[src/rtl/s4_actividad2_pkg.sv]
// Shared types for the s4_actividad2 up/down counter slice.
// Holds the default width and the next-state operation selector.
`timescale 1ns/1ps
package s4_actividad2_pkg;

   localparam int S4_DEFAULT_N = 4;

   typedef enum logic [2:0] {
      OP_HOLD,
      OP_UP,
      OP_DOWN,
      OP_LOAD,
      OP_CLEAR
   } cnt_op_e;

   // Encodes reset > load > enable > hold priority in one place
   function automatic cnt_op_e sel_op(
      input logic reset,
      input logic load,
      input logic enable,
      input logic dec
   );
      if (reset)       return OP_CLEAR;
      else if (load)   return OP_LOAD;
      else if (enable) return dec ? OP_DOWN : OP_UP;
      else             return OP_HOLD;
   endfunction

endpackage

[src/rtl/s4_threshold_cmp.sv]
// Unsigned greater-or-equal comparator feeding the threshold flag.
// Purely combinational so the flag tracks the reference immediately.
`timescale 1ns/1ps
module s4_threshold_cmp #(
   parameter int N = 4
) (
   input  logic [N-1:0] a,
   input  logic [N-1:0] b,
   output logic         ge
);

   assign ge = (a >= b);

endmodule

[src/rtl/s4_actividad2.sv]
// N-bit up/down counter with parallel load and a >= threshold flag.
// Synchronous active-high reset; all arithmetic wraps modulo 2^N.
`timescale 1ns/1ps
module s4_actividad2
   import s4_actividad2_pkg::*;
#(
   parameter int N = S4_DEFAULT_N
) (
   input  logic         clock,
   input  logic         reset,
   input  logic         enable,
   input  logic         dec,
   input  logic         load,
   input  logic [N-1:0] Load_Ref_value,
   output logic [N-1:0] counterN,
   output logic         threshold
);

   logic [N-1:0] cnt_q;
   logic [N-1:0] cnt_next;
   cnt_op_e      op;

   assign op = sel_op(reset, load, enable, dec);

   always_comb begin
      cnt_next = cnt_q;
      unique case (op)
         OP_CLEAR: cnt_next = '0;
         OP_LOAD:  cnt_next = Load_Ref_value;
         OP_UP:    cnt_next = cnt_q + 1'b1;
         OP_DOWN:  cnt_next = cnt_q - 1'b1;
         default:  cnt_next = cnt_q;
      endcase
   end

   always_ff @(posedge clock) begin
      cnt_q <= cnt_next;
   end

   assign counterN = cnt_q;

   s4_threshold_cmp #(
      .N(N)
   ) u_cmp (
      .a  (cnt_q),
      .b  (Load_Ref_value),
      .ge (threshold)
   );

endmodule

[config.mk]
export PLATFORM = sky130hd
export DESIGN_NAME = s4_actividad2
export DESIGN_NICKNAME = d
export VERILOG_FILES = /design/src/rtl/s4_actividad2_pkg.sv /design/src/rtl/s4_threshold_cmp.sv /design/src/rtl/s4_actividad2.sv
export SDC_FILE = /design/constraint.sdc
export NUM_CORES = 1
export LEC_CHECK = 0
export ABC_AREA = 1
export BUFFER_PORTS_ARGS = -buffer_cell sky130_fd_sc_hd__buf_4
export CAP_MARGIN = 20
export CORE_AREA = 8 8 45 47
export DETAILED_ROUTE_END_ITERATION = 7
export DIE_AREA = 0 0 53 55
export PLACE_DENSITY = 0.62
export RECOVER_POWER = 25
export SLEW_MARGIN = 20
export SYNTH_ARGS = -nofsm -noshare
export SYNTH_HDL_FRONTEND = slang
export SYNTH_SLANG_ARGS = --single-unit
[constraint.sdc]
create_clock -name clock -period 2.1 [get_ports clock]
set_input_delay 0 -clock clock [delete_from_list [all_inputs] [get_ports clock]]
set_output_delay 0 -clock clock [all_outputs]
set_load 0.01 [all_outputs]
# After elaboration in Yosys (flattened, before gate mapping)
# Index checks and enable logic that the tools add are counted.
[op_classes] n_eq_ne=4 magnitude_cmp=1 add_sub_neg=2 reduce_logical=1 muxes=5
[ops] operator="$pmux 4 s4" n=1
[ops] operator="$eq 3x2->1 const B" n=2
[ops] operator="$mux 2" n=3
[ops] operator="$add 4x1->4 const B" n=1
[ops] operator="$ge 4x4->1" n=1
[ops] operator="$reduce_bool 4->1" n=1
[ops] operator="$sub 4x1->4 const B" n=1
[ops] operator="$eq 3x1->1 const B" n=1
[ops] operator="$eq 3x3->1 const B" n=1
[ops] operator="$mux 3" n=1
[totals] ff_bits=4 input_bits=9 out_inout_bits=5

# Logic depth before layout (Yosys ltp)
# Gate-level depths: netlist of the first run.
[logic_depth] depth_word=6 ltp_mapped=11 ltp_nobuf=11

# Cells and area by module
# A second synthesis of the first run with hierarchy kept.
[hier_totals] cells_unflattened=63 hier_area_um2=454.2
[by_module_without_submodules] module="s4_actividad2" instances=1 cells_each=45 area_each_um2=344.1
[by_module_without_submodules] module="s4_threshold_cmp" instances=1 cells_each=18 area_each_um2=110.1

# Least setup slack after synthesis of the first run
# OpenSTA, ideal clock, no wires.
[synth_timing] kind="register to register" start="reg cnt_q[2], in the netlist counterN[2]" end="reg cnt_q[3], in the netlist counterN[3] (data pin)" setup_time_ns=0.253 path_slack_ns=0.621 path_stages_with_launch=8 t_arrival_ns=1.226 n_path_buf=0 t_required_ns=1.847 synth_period_minus_slack_ns=1.479 path_cell_list="edfxtp_1 > ha_1 > a21oi_1 > nand3_1 > nand2_1 > nand2_1 > nand3_1 > nand2_1"
[synth_between] elab_chain_len=2 elab_cells_between_ends=3
[synth_lines] item="start, declared" line="s4_actividad2.sv:19" text="logic [N-1:0] cnt_q;"
[synth_lines] item="start signal, assigned" line="s4_actividad2.sv:37" text="cnt_q <= cnt_next;"
[synth_lines] item="$sub 4x1->4 / $add 4x1->4 (equally long branches)" line="s4_actividad2.sv:31, s4_actividad2.sv:30"
[synth_lines] item="$pmux 4 s4 *" line="s4_actividad2.sv:27" text="unique case (op)"
[synth_lines] item="named net cnt_next[3]" line="s4_actividad2.sv:20" text="logic [N-1:0] cnt_next;"
# Mark *: on every way through the listed nets, which the timed path passes. The rest lies on a longest branch.
# A chain may end at the register's enable or synchronous reset.

# Worst setup path in the final report of the first run
# Same ends and word-level chain as after synthesis.

==> results of run 1 <==
==> worst max path at each step <==
stage             endpoint         from
2_1_floorplan  counterN[3]  counterN[2]
4_1_cts        counterN[3]  counterN[2]
5_1_grt        counterN[3]  counterN[2]
3_3_place_gp   counterN[3]         load
6_report       counterN[3]  counterN[2]
3_5_place_dp   counterN[3]         load
==> worst register-to-register path, cell delays in order (launching register included) <==
cell and delay (ps):
edfxtp_1 420, ha_1 380, nand3_1 120, nand3_1 90, nand2_1 60, nand2_1 50, nand2_1 40, nand3_1 70
nand2_1 50
==> per-stage QoR <==
stage | cells | hold slack (ps) | total power, mW
2_1_floorplan | 56 | 186 | 0.163
3_3_place_gp | 85 | 303 | 0.208
3_5_place_dp | 85 | 297 | 0.207
4_1_cts | 88 | 60.0 | 0.302
5_1_grt | 88 | 76.0 | 0.319
6_report | 88 | 66.8 | 0.293
==> layout make-up <==
cell class	instances	area, sq um	area share (%)
Multi-Input combinational cell	39	250	45.0
Sequential cell	4	120	21.6
Timing Repair Buffer	13	93.8	16.9
Inverter	13	48.8	8.78
Clock buffer	3	22.5	4.05
Tap cell	16	20.0	3.60
==> where the power goes <==
group | internal (mW) | switching [mW]
registers | 0.0982 | 0.00921
logic | 0.0467 | 0.0483
clock network | 0.0636 | 0.0273
==> layout by cell type (no fill, tap or decap), drive strengths merged, types with 2 or more instances in the layout <==
cell type and n:
clkbuf 4, inv 13, o21ai 2, ha 6, a21oi 4, nand3 7
buf 12, nand4 3, nand2 12, edfxtp 4
==> layer usage <==
layer	up-vias	routed length (um)
met3	0	110
li1	225	-
met2	9	438
met4	0	0
met1	178	391
met5	-	0
==> cell families (layout without fill, tap and decap cells) <==
| logic type | count (synthesis) | after routing | synth area share, % |
|---|---|---|---|
| buffers and inverters | 13 | 29 | 11.5 |
| AND/OR/NAND/NOR | 23 | 23 | 24.3 |
| XOR/XNOR | 1 | 1 | 2.07 |
| AO/OA/AOI/OAI | 8 | 8 | 11.2 |
| adder cells (fa/ha/maj) | 7 | 7 | 22.5 |
| flip-flops | 4 | 4 | 28.4 |
==> out/results.md, run 1 <==
| Metric | Value |
|:---|:---|
| Maximum fanout along the worst path | 4 |
| Number of max-slew violations in the final report | 0 |
| Floorplan Core Area | 0.00138 sq mm |
| RR Endpoint | counterN[3] |
| Routed len/inst | 10.7 um |
| Hold worst-path end | counterN[3] |
| Vias post-DR | 412 |
| Start point of the worst min-delay path | Load_Ref_value[3] |
| Clock tree from TritonCTS | yes |
| Number of library cell types mapped by synthesis | 15 |
| Post-Synthesis Cells | 56 |
| Setup repair after global routing missed its margin | false |
| Clock insertion delay at the later pin of the skew report | 230 ps |
| Post-synthesis net count | 72 |
| Final #Nets | 90 |
| Async S/R FF share, synth | 0% |
| Die height | 55 um |
| Post-detailed-route count of antenna-violating nets | 0 |
| Post-synth EDFFs | 4 |
| Largest delay share family, worst path | simple AND/OR/NAND/NOR gates |
| Pin count of the biggest net entering global routing | 6 |
| Pin slew with the least headroom to its limit | 199 ps |
| Clk sink count | 4 |
| Post-CTS setup buffers | 0 |
| Site Rows | 14 |
| Final wirelength | 940 um |
| Summed negative setup slack over all endpoints | 0 ps |
| Delay of the slowest critical-path stage | 420 ps |
| Utilization of the core after routing | 40.1% |
| Number of vias per cell after detailed routing | 4.68 |
| Most prevalent standard cell on the critical path | nand2_1 |
| Most frequently used flop master after synthesis | edfxtp_1 |
| Num CTS Buffers | 3 |
| Area share of the largest cell type after synthesis | 28.4% |
| Cell-by-cell trace of the critical path | ha_1, nand3_1, nand3_1, nand2_1, nand2_1, nand2_1, nand3_1, nand2_1 |
| Headroom to the max-slew limit | 86.7% |
| Antenna diode count | 0 |
| Ranking of synthesized cells by instance count | 12 x inv_1, 12 x nand2_1, 7 x nand3_1 |
| Power density over the cells | 528 mW/mm^2 |
| First-pass DRT Iterations | 4 |
| Count of max-cap constraint violations | 0 |
| Drt first-iter violations | 11 |
| Gates resized, CTS repair | 0 |
| Flop2flop setup slack | 560 ps |
| Reg2Reg Depth | 8 |
| Routability congestion estimate | 0.714 |
| Met3 track utilization from global routing | 4.28% |
| Global-route wire length before repair | 1.58 mm |
| Post-place setup slack | 514 ps |
| Syn_area_per_cell | 7.55 sq um |
| Synth Register Bits | 4 |
| Maximum clock path buffer count | 2 |
| Critical path endpoint category | flip-flop |
| Shortest clock period the worst path allows after layout | 1540 ps |
| Maximum level of the CTS H-tree | 1 |
| Overall die area | 0.00292 sq mm |
| Residual DRC count | 0 |
| Required time at the worst-slack endpoint | 2080 ps |
| Post-route clock skew | 0.862 ps |
| Clk pin slew, worst setup/hold paths | 40 ps |
| Buffering stage count on the worst path with inverters included | 0 |
| Post-detailed-placement cell area | 541 sq um |
| Main area contributors after synthesis | edfxtp_1 28%, ha_1 18%, inv_1 11% |
| Initial core utilization | 30.6% |
| Slowest cell on crit path | edfxtp_1 |
| Hold buffer count at cts | 0 |
| Layout area overhead | 31.4% |
| Warnings from Yosys | 0 |
| Aggregate global routing overflow | 0 |
| Total setup violations reported at the end of the flow | 0 |
| Initial antenna violation count | 0 |
| Cell count of the worst hold path | 3 |
| Fmax | 0.648 GHz |
| Peak-usage layer in the global routing report | met2 |
| Worst vdd ir | 0.000179 V |
| Minimum setup slack in the final design | 557 ps |
| Nature of the critical path startpoint | flip-flop |
| IO Pins | 14 |
| Worst Setup Path Type | reg2reg |
| Filler instances | 140 |
| Horizontal die dimension | 53 um |
| Total global-route track usage | 7.40% |
| Share of the clock period used by the worst path after layout | 73.5% |
| Mapped Area | 423 sq um |
| Cell count along the critical path | 8 |
| Via count of the first global-routing pass | 413 |
| IO buf count | 13 |
| Path class of the lowest-slack min-delay path | in2reg |
| Met2 track demand over resource | 11.9% |
| Final HPWL DP | 806 um |
| Share of final-layout standard cells stronger than drive strength 1 | 20.8% |
| Flip-flop count of the largest register after layout | 4 |
| Source of the worst register-to-register timing path | counterN[2] |
| GR Layer Usage met1 | 7.06% |
| Outcome | finished clean |
| Area leader, netlist | edfxtp_1 |
| Master cell of the clock root buffer | clkbuf_4 |
| Cell leakage power | 0.308 nW |
| Post-route standard cell area excluding fillers | 556 sq um |
| Final Hold Viols | 0 |
| Share of synthesized area occupied by flip-flops and latches | 28.4% |
| Worst endpoint data arrival time | 1520 ps |
Note: power is estimated with default switching activity, not from simulation.
==> run 2, diff against run 1 <==
Settings changed: ABC_AREA 1 to 0, PLACE_DENSITY 0.62 to 0.6.
Clock period 2.1 ns to 1.6 ns, I/O delays scaled along.
==> out/results.md, run 2 <==
| Metric | Value |
|:---|:---|
| Switching power as a share of total power | 27.5% |
| Overall die area | 0.00292 sq mm |
| Power Internal | 0.292 mW |
| Maximum fanout along the worst path | 3 |
| Worst vdd ir | 0.000341 V |
| Site Rows | 14 |
| Final #Nets | 86 |
| Global-route wire length before repair | 1.62 mm |
| Synth Register Bits | 4 |
| Pin count of the biggest net entering global routing | 9 |
| Routability congestion estimate | 0.910 |
| Power density over the cells | 653 mW/mm^2 |
| Number of vias per cell after detailed routing | 4.71 |
| Required time at the worst-slack endpoint | 1690 ps |
| Fmax | 0.638 GHz |
| Nature of the critical path startpoint | flip-flop |
| Clk pin slew, worst setup/hold paths | 40 ps |
| Clock insertion delay at the later pin of the skew report | 230 ps |
| Share of synthesized area occupied by flip-flops and latches | 30.7% |
| Routed len/inst | 11.8 um |
| Count of max-cap constraint violations | 0 |
| IO Pins | 14 |
| Floorplan Core Area | 0.00138 sq mm |
| P_sw | 0.111 mW |
| Cell-by-cell trace of the critical path | buf_4, ha_1, nand3_1, a21o_1, a21bo_1, a21oi_2 |
| Die height | 55 um |
| Antenna diode count | 0 |
| Post-synthesis net count | 60 |
| Combinational power share | 36.5% |
| Pin slew with the least headroom to its limit | 184 ps |
| Total global-route track usage | 7.68% |
| Slowest cell on crit path | edfxtp_1 |
| Flip-flop count of the largest register after layout | 4 |
| IO buf count | 13 |
| Number of library cell types mapped by synthesis | 20 |
| Aggregate global routing overflow | 0 |
| Post-detailed-route count of antenna-violating nets | 0 |
| Shortest clock period the worst path allows after layout | 1570 ps |
| Initial antenna violation count | 0 |
| Residual DRC count | 0 |
| Power share of the sequential group | 33.7% |
| Initial core utilization | 28.3% |
| Overall power | 0.403 mW |
| Post-route standard cell area excluding fillers | 617 sq um |
| Most common library cell in the layout ignoring fill and taps | buf_4 |
| Met2 track demand over resource | 11.5% |
| Warnings from Yosys | 0 |
| Largest delay share family, worst path | compound AO/OA/AOI/OAI gates |
| Main area contributors after synthesis | edfxtp_1 31%, ha_1 19%, nor2_1 5.8% |
| Via count of the first global-routing pass | 367 |
| Setup repair after global routing missed its margin | true |
| Combinational family with the most area after synthesis | adder cells |
| Total setup violations reported at the end of the flow | 0 |
| Maximum clock path buffer count | 2 |
| Critical path endpoint category | flip-flop |
| Mapped Area | 392 sq um |
| Vias post-DR | 396 |
| Delay of the slowest critical-path stage | 440 ps |
| Path class of the lowest-slack min-delay path | in2reg |
| Syn_area_per_cell | 8.90 sq um |
| Layout area overhead | 57.5% |
| First-pass DRT Iterations | 4 |
| Master cell of the clock root buffer | clkbuf_4 |
| Clk sink count | 4 |
| Hold buffer count at cts | 0 |
| Worst Setup Path Type | reg2reg |
| Buffering stage count on the worst path with inverters included | 1 |
| Ranking of synthesized cells by instance count | 6 x ha_1, 6 x nor2_1, 5 x inv_1 |
| Highest-count cells in the layout ignoring fill and taps | 18 x buf_4, 6 x nor2_1, 5 x ha_1 |
| Peak-usage layer in the global routing report | met2 |
| Num CTS Buffers | 3 |
| Outcome | finished clean |
| Parity-gate share of the synthesized area counting xor and xnor cells | 4.47% |
| Worst endpoint data arrival time | 1660 ps |
| Post-detailed-placement cell area | 549 sq um |
| Maximum level of the CTS H-tree | 1 |
| Final wirelength | 993 um |
| Basic-gate share of the synthesized area counting and, or, nand and nor cells | 17.6% |
| Met3 track utilization from global routing | 4.28% |
| Cell leakage power | 0.309 nW |
| Post-synth EDFFs | 4 |
| Horizontal die dimension | 53 um |
| Headroom to the max-slew limit | 87.7% |
| Final HPWL DP | 798 um |
| Filler instances | 150 |
| Drt first-iter violations | 10 |
| Area leader, netlist | edfxtp_1 |
| Share of synthesized area spent on multiplexers | 0% |
| Clock power frac | 29.8% |
| Most frequently used flop master after synthesis | edfxtp_1 |
| Share of the clock period used by the worst path after layout | 98.0% |
| Post-route clock skew | 4.38 ps |
| Adder and majority gate portion of the synthesized area | 24.3% |
| Area share of the largest cell type after synthesis | 30.7% |
| Async S/R FF share, synth | 0% |
| Clock tree from TritonCTS | yes |
| Number of max-slew violations in the final report | 0 |
| Synthesized-area fraction occupied by ao, oa, aoi and oai cells | 16.9% |
| GR Layer Usage met1 | 9.06% |
| Share of final-layout standard cells stronger than drive strength 1 | 42.6% |
| Final Hold Viols | 0 |
| Post-Synthesis Cells | 44 |
run 2: cell types whose count changed in the layout (fill, tap and decap cells not counted), moves of 2 or more:
cell,previous run,this run
nor2_1,1,6
nand3_1,7,2
inv_1,13,4
xor2_1,0,2
buf_6,0,2
buf_4,12,18
nand4_1,3,0
nand2_1,12,3
run 2: worst paths after layout:
kind                                        start          end  slack [ps]  depth (start not counted)
worst max-delay path                  counterN[1]  counterN[3]          30                          6
worst min-delay path            Load_Ref_value[2]  counterN[2]         120                          3
worst max register to register        counterN[1]  counterN[3]          30                          6
worst min register to register        counterN[3]  counterN[3]         900                          4
run 2: logic make-up after synthesis:
kind of cell             Yosys count
flip-flops                         4
buffers and inverters              6
XOR/XNOR                           2
AND/OR/NAND/NOR                   15
AO/OA/AOI/OAI                     10
adder cells (fa/ha/maj)            7
run 2: power groups by stage:
stage | clock (mW) | sequential [mW] | combinational (mW)
floorplan | 0 | 0.142 | 0.0586
global placement | 0 | 0.136 | 0.130
detailed placement | 0 | 0.136 | 0.130
CTS | 0.129 | 0.135 | 0.131
global route | 0.140 | 0.137 | 0.167
finish | 0.120 | 0.136 | 0.147
run 2: through the flow:
step | worst slack [ps] | util (%) | TNS, ps | hold slack, ps | cells
global route | -86.8 | 44.6 | -226 | 145 | 84
floorplan | 61.6 | - | 0 | 182 | 44
detailed placement | 116 | 39.7 | 0 | 350 | 78
finish | 32.7 | 44.6 | 0 | 121 | 84
CTS | 14.3 | 41.3 | 0 | 103 | 81
global placement | 103 | 39.7 | 0 | 351 | 78
run 2: cell type report:
class / instances / area, sq um / share of cell area [%]
Tap cell: 16 / 20.0 / 3.25
Clock buffer: 3 / 22.5 / 3.65
Timing Repair Buffer: 22 / 169 / 27.4
Multi-Input combinational cell: 34 / 267 / 43.2
Sequential cell: 4 / 120 / 19.5
Inverter: 5 / 18.8 / 3.04
run 2: routing by layer:
layer / up-vias / share of wire, %
li1: 200 / -
met1: 183 / 41
met2: 11 / 48
met3: 2 / 9.4
met4: 0 / 1.1
met5: - / 0
run 2: worst min-delay path, stage by stage:
cell     delay (ps)
buf_4            90
a22oi_1          70
nor2_1           80
run 2: timing repair:
action                                  in CTS  in global routing
endpoints found under the setup margin       0                  1
setup buffers                                0                  3
resized for setup                            0                  6
==> run 3, diff against run 2 <==
Settings changed: CORE_AREA 8 8 45 47 to 2 2 39 41, DIE_AREA 0 0 53 55 to 0 0 41 43, GPL_TIMING_DRIVEN set to 0, REMOVE_ABC_BUFFERS set to 1.
==> out/results.md, run 3 (same netlist as run 2, synthesis figures left out) <==
| Metric | Value |
|:---|:---|
| Master cell of the clock root buffer | clkbuf_4 |
| Global-route wire length before repair | 1.30 mm |
| Routability congestion estimate | 0.677 |
| Nature of the critical path startpoint | flip-flop |
| Total global-route track usage | 10.8% |
| Site Rows | 14 |
| Number of vias per cell after detailed routing | 4.71 |
| Hold worst-path end | counterN[3] |
| Outcome | finished clean |
| Start point of the worst min-delay path | reset |
| Initial core utilization | 28.3% |
| Cell leakage power | 0.273 nW |
| Final Hold Viols | 0 |
| Worst vdd ir | 0.000336 V |
| Source of the worst register-to-register timing path | counterN[2] |
| Drt first-iter violations | 4 |
| Reg2Reg Depth | 5 |
| Required time at the worst-slack endpoint | 1580 ps |
| Antenna diode count | 0 |
| Headroom to the max-slew limit | 73.2% |
| RR Endpoint | counterN[3] |
| Highest-count cells in the layout ignoring fill and taps | 14 x buf_4, 6 x nor2_1, 6 x ha_1, 5 x inv_1 |
| Post-detailed-route count of antenna-violating nets | 0 |
| Pin slew with the least headroom to its limit | 399 ps |
| Clk sink count | 4 |
| IO Pins | 14 |
| Count of max-cap constraint violations | 0 |
| Filler instances | 154 |
| IO buf count | 13 |
| Critical path endpoint category | flip-flop |
| Path class of the lowest-slack min-delay path | in2reg |
| Residual DRC count | 0 |
| Die height | 43 um |
| Maximum level of the CTS H-tree | 1 |
| Vias post-DR | 363 |
| Initial antenna violation count | 0 |
| Layout area overhead | 38.0% |
| Maximum fanout along the worst path | 3 |
| Power density over the cells | 694 mW/mm^2 |
| Final #Nets | 79 |
| Total setup violations reported at the end of the flow | 0 |
| Tightest hold margin | 94.1 ps |
| Routed len/inst | 10.4 um |
| Num CTS Buffers | 3 |
| Overall power | 0.375 mW |
| Final HPWL DP | 672 um |
| Pin count of the biggest net entering global routing | 10 |
| Aggregate global routing overflow | 0 |
| Final wirelength | 801 um |
| Floorplan Core Area | 0.00138 sq mm |
| Fmax | 0.662 GHz |
| Cell count of the worst hold path | 2 |
| Flip-flop count of the largest register after layout | 4 |
| Hold buffer count at cts | 0 |
| Shortest clock period the worst path allows after layout | 1510 ps |
| Worst endpoint data arrival time | 1500 ps |
| Clock tree from TritonCTS | yes |
| Horizontal die dimension | 41 um |
| Flop2flop setup slack | 90 ps |
| Via count of the first global-routing pass | 352 |
| Share of the clock period used by the worst path after layout | 94.5% |
| Worst setup path startpoint | counterN[2] |
| Clock insertion delay at the later pin of the skew report | 230 ps |
| Overall die area | 0.00176 sq mm |
| Most common library cell in the layout ignoring fill and taps | buf_4 |
| First-pass DRT Iterations | 4 |
| Maximum clock path buffer count | 2 |
| Number of max-slew violations in the final report | 0 |
| Share of final-layout standard cells stronger than drive strength 1 | 31.1% |
| Setup repair after global routing missed its margin | true |
| Post-route clock skew | 0.278 ps |
| Worst Setup Path Type | reg2reg |
| Clk pin slew, worst setup/hold paths | 30 ps |
## run 3: repair_timing
item | CTS | global route
setup buffers | 0 | 2
resized for setup | 0 | 1
setup endpoints to repair | 0 | 3
## run 3: power by group
group          total (mW)  leakage [nW]  internal [mW]  switching (mW)
combinational       0.117         0.213         0.0624          0.0548
clock               0.120        0.0138         0.0836          0.0367
sequential          0.137        0.0455          0.127          0.0105
## run 3: worst max path at each step
stage	end	slack, ps
3_5_place_dp	counterN[3]	-6
4_1_cts	counterN[2]	40
3_3_place_gp	counterN[3]	5
2_1_floorplan	counterN[2]	60
5_1_grt	counterN[3]	-6
6_report	counterN[3]	90
## run 3: area by class of cell
class                      count  area, sq um  area share [%]
multi-input combinational     34          250            46.3
sequential                     4          120            22.2
timing repair buffer          15          109            20.1
clock buffer                   3         22.5            4.17
tap                           16         20.0            3.70
inverter                       5         18.8            3.47
## run 3: stage by stage
| stage | util, % | cell area [sq um] | std cells | setup TNS [ps] | setup slack, ps |
|---|---|---|---|---|---|
| 2_1_floorplan | - | 387 | 43 | 0 | 61.6 |
| 3_3_place_gp | 36.4 | 504 | 72 | 0 | 5.27 |
| 3_5_place_dp | 36.4 | 504 | 72 | -6.06 | -6.06 |
| 4_1_cts | 38.1 | 527 | 75 | 0 | 44.1 |
| 5_1_grt | 39.1 | 541 | 77 | -5.57 | -5.57 |
| 6_report | 39.1 | 541 | 77 | 0 | 88.4 |
## run 3: metal layers
metal | routed length [um] | global-route usage [%] | part of all wire (%) | vias up
li1 | - | - | - | 188
met1 | 348 | 13.2 | 43 | 167
met2 | 416 | 17.2 | 52 | 8
met3 | 36 | 1.57 | 4.5 | 0
met4 | 0 | 6.00 | 0 | 0
met5 | 0 | 0 | 0 | -
## run 3: worst max-delay path: stages (launching register included)
cell	delay (ps)
edfxtp_1	420
ha_1	360
a21oi_1	180
a21o_1	140
a21bo_1	120
a21oi_2	50
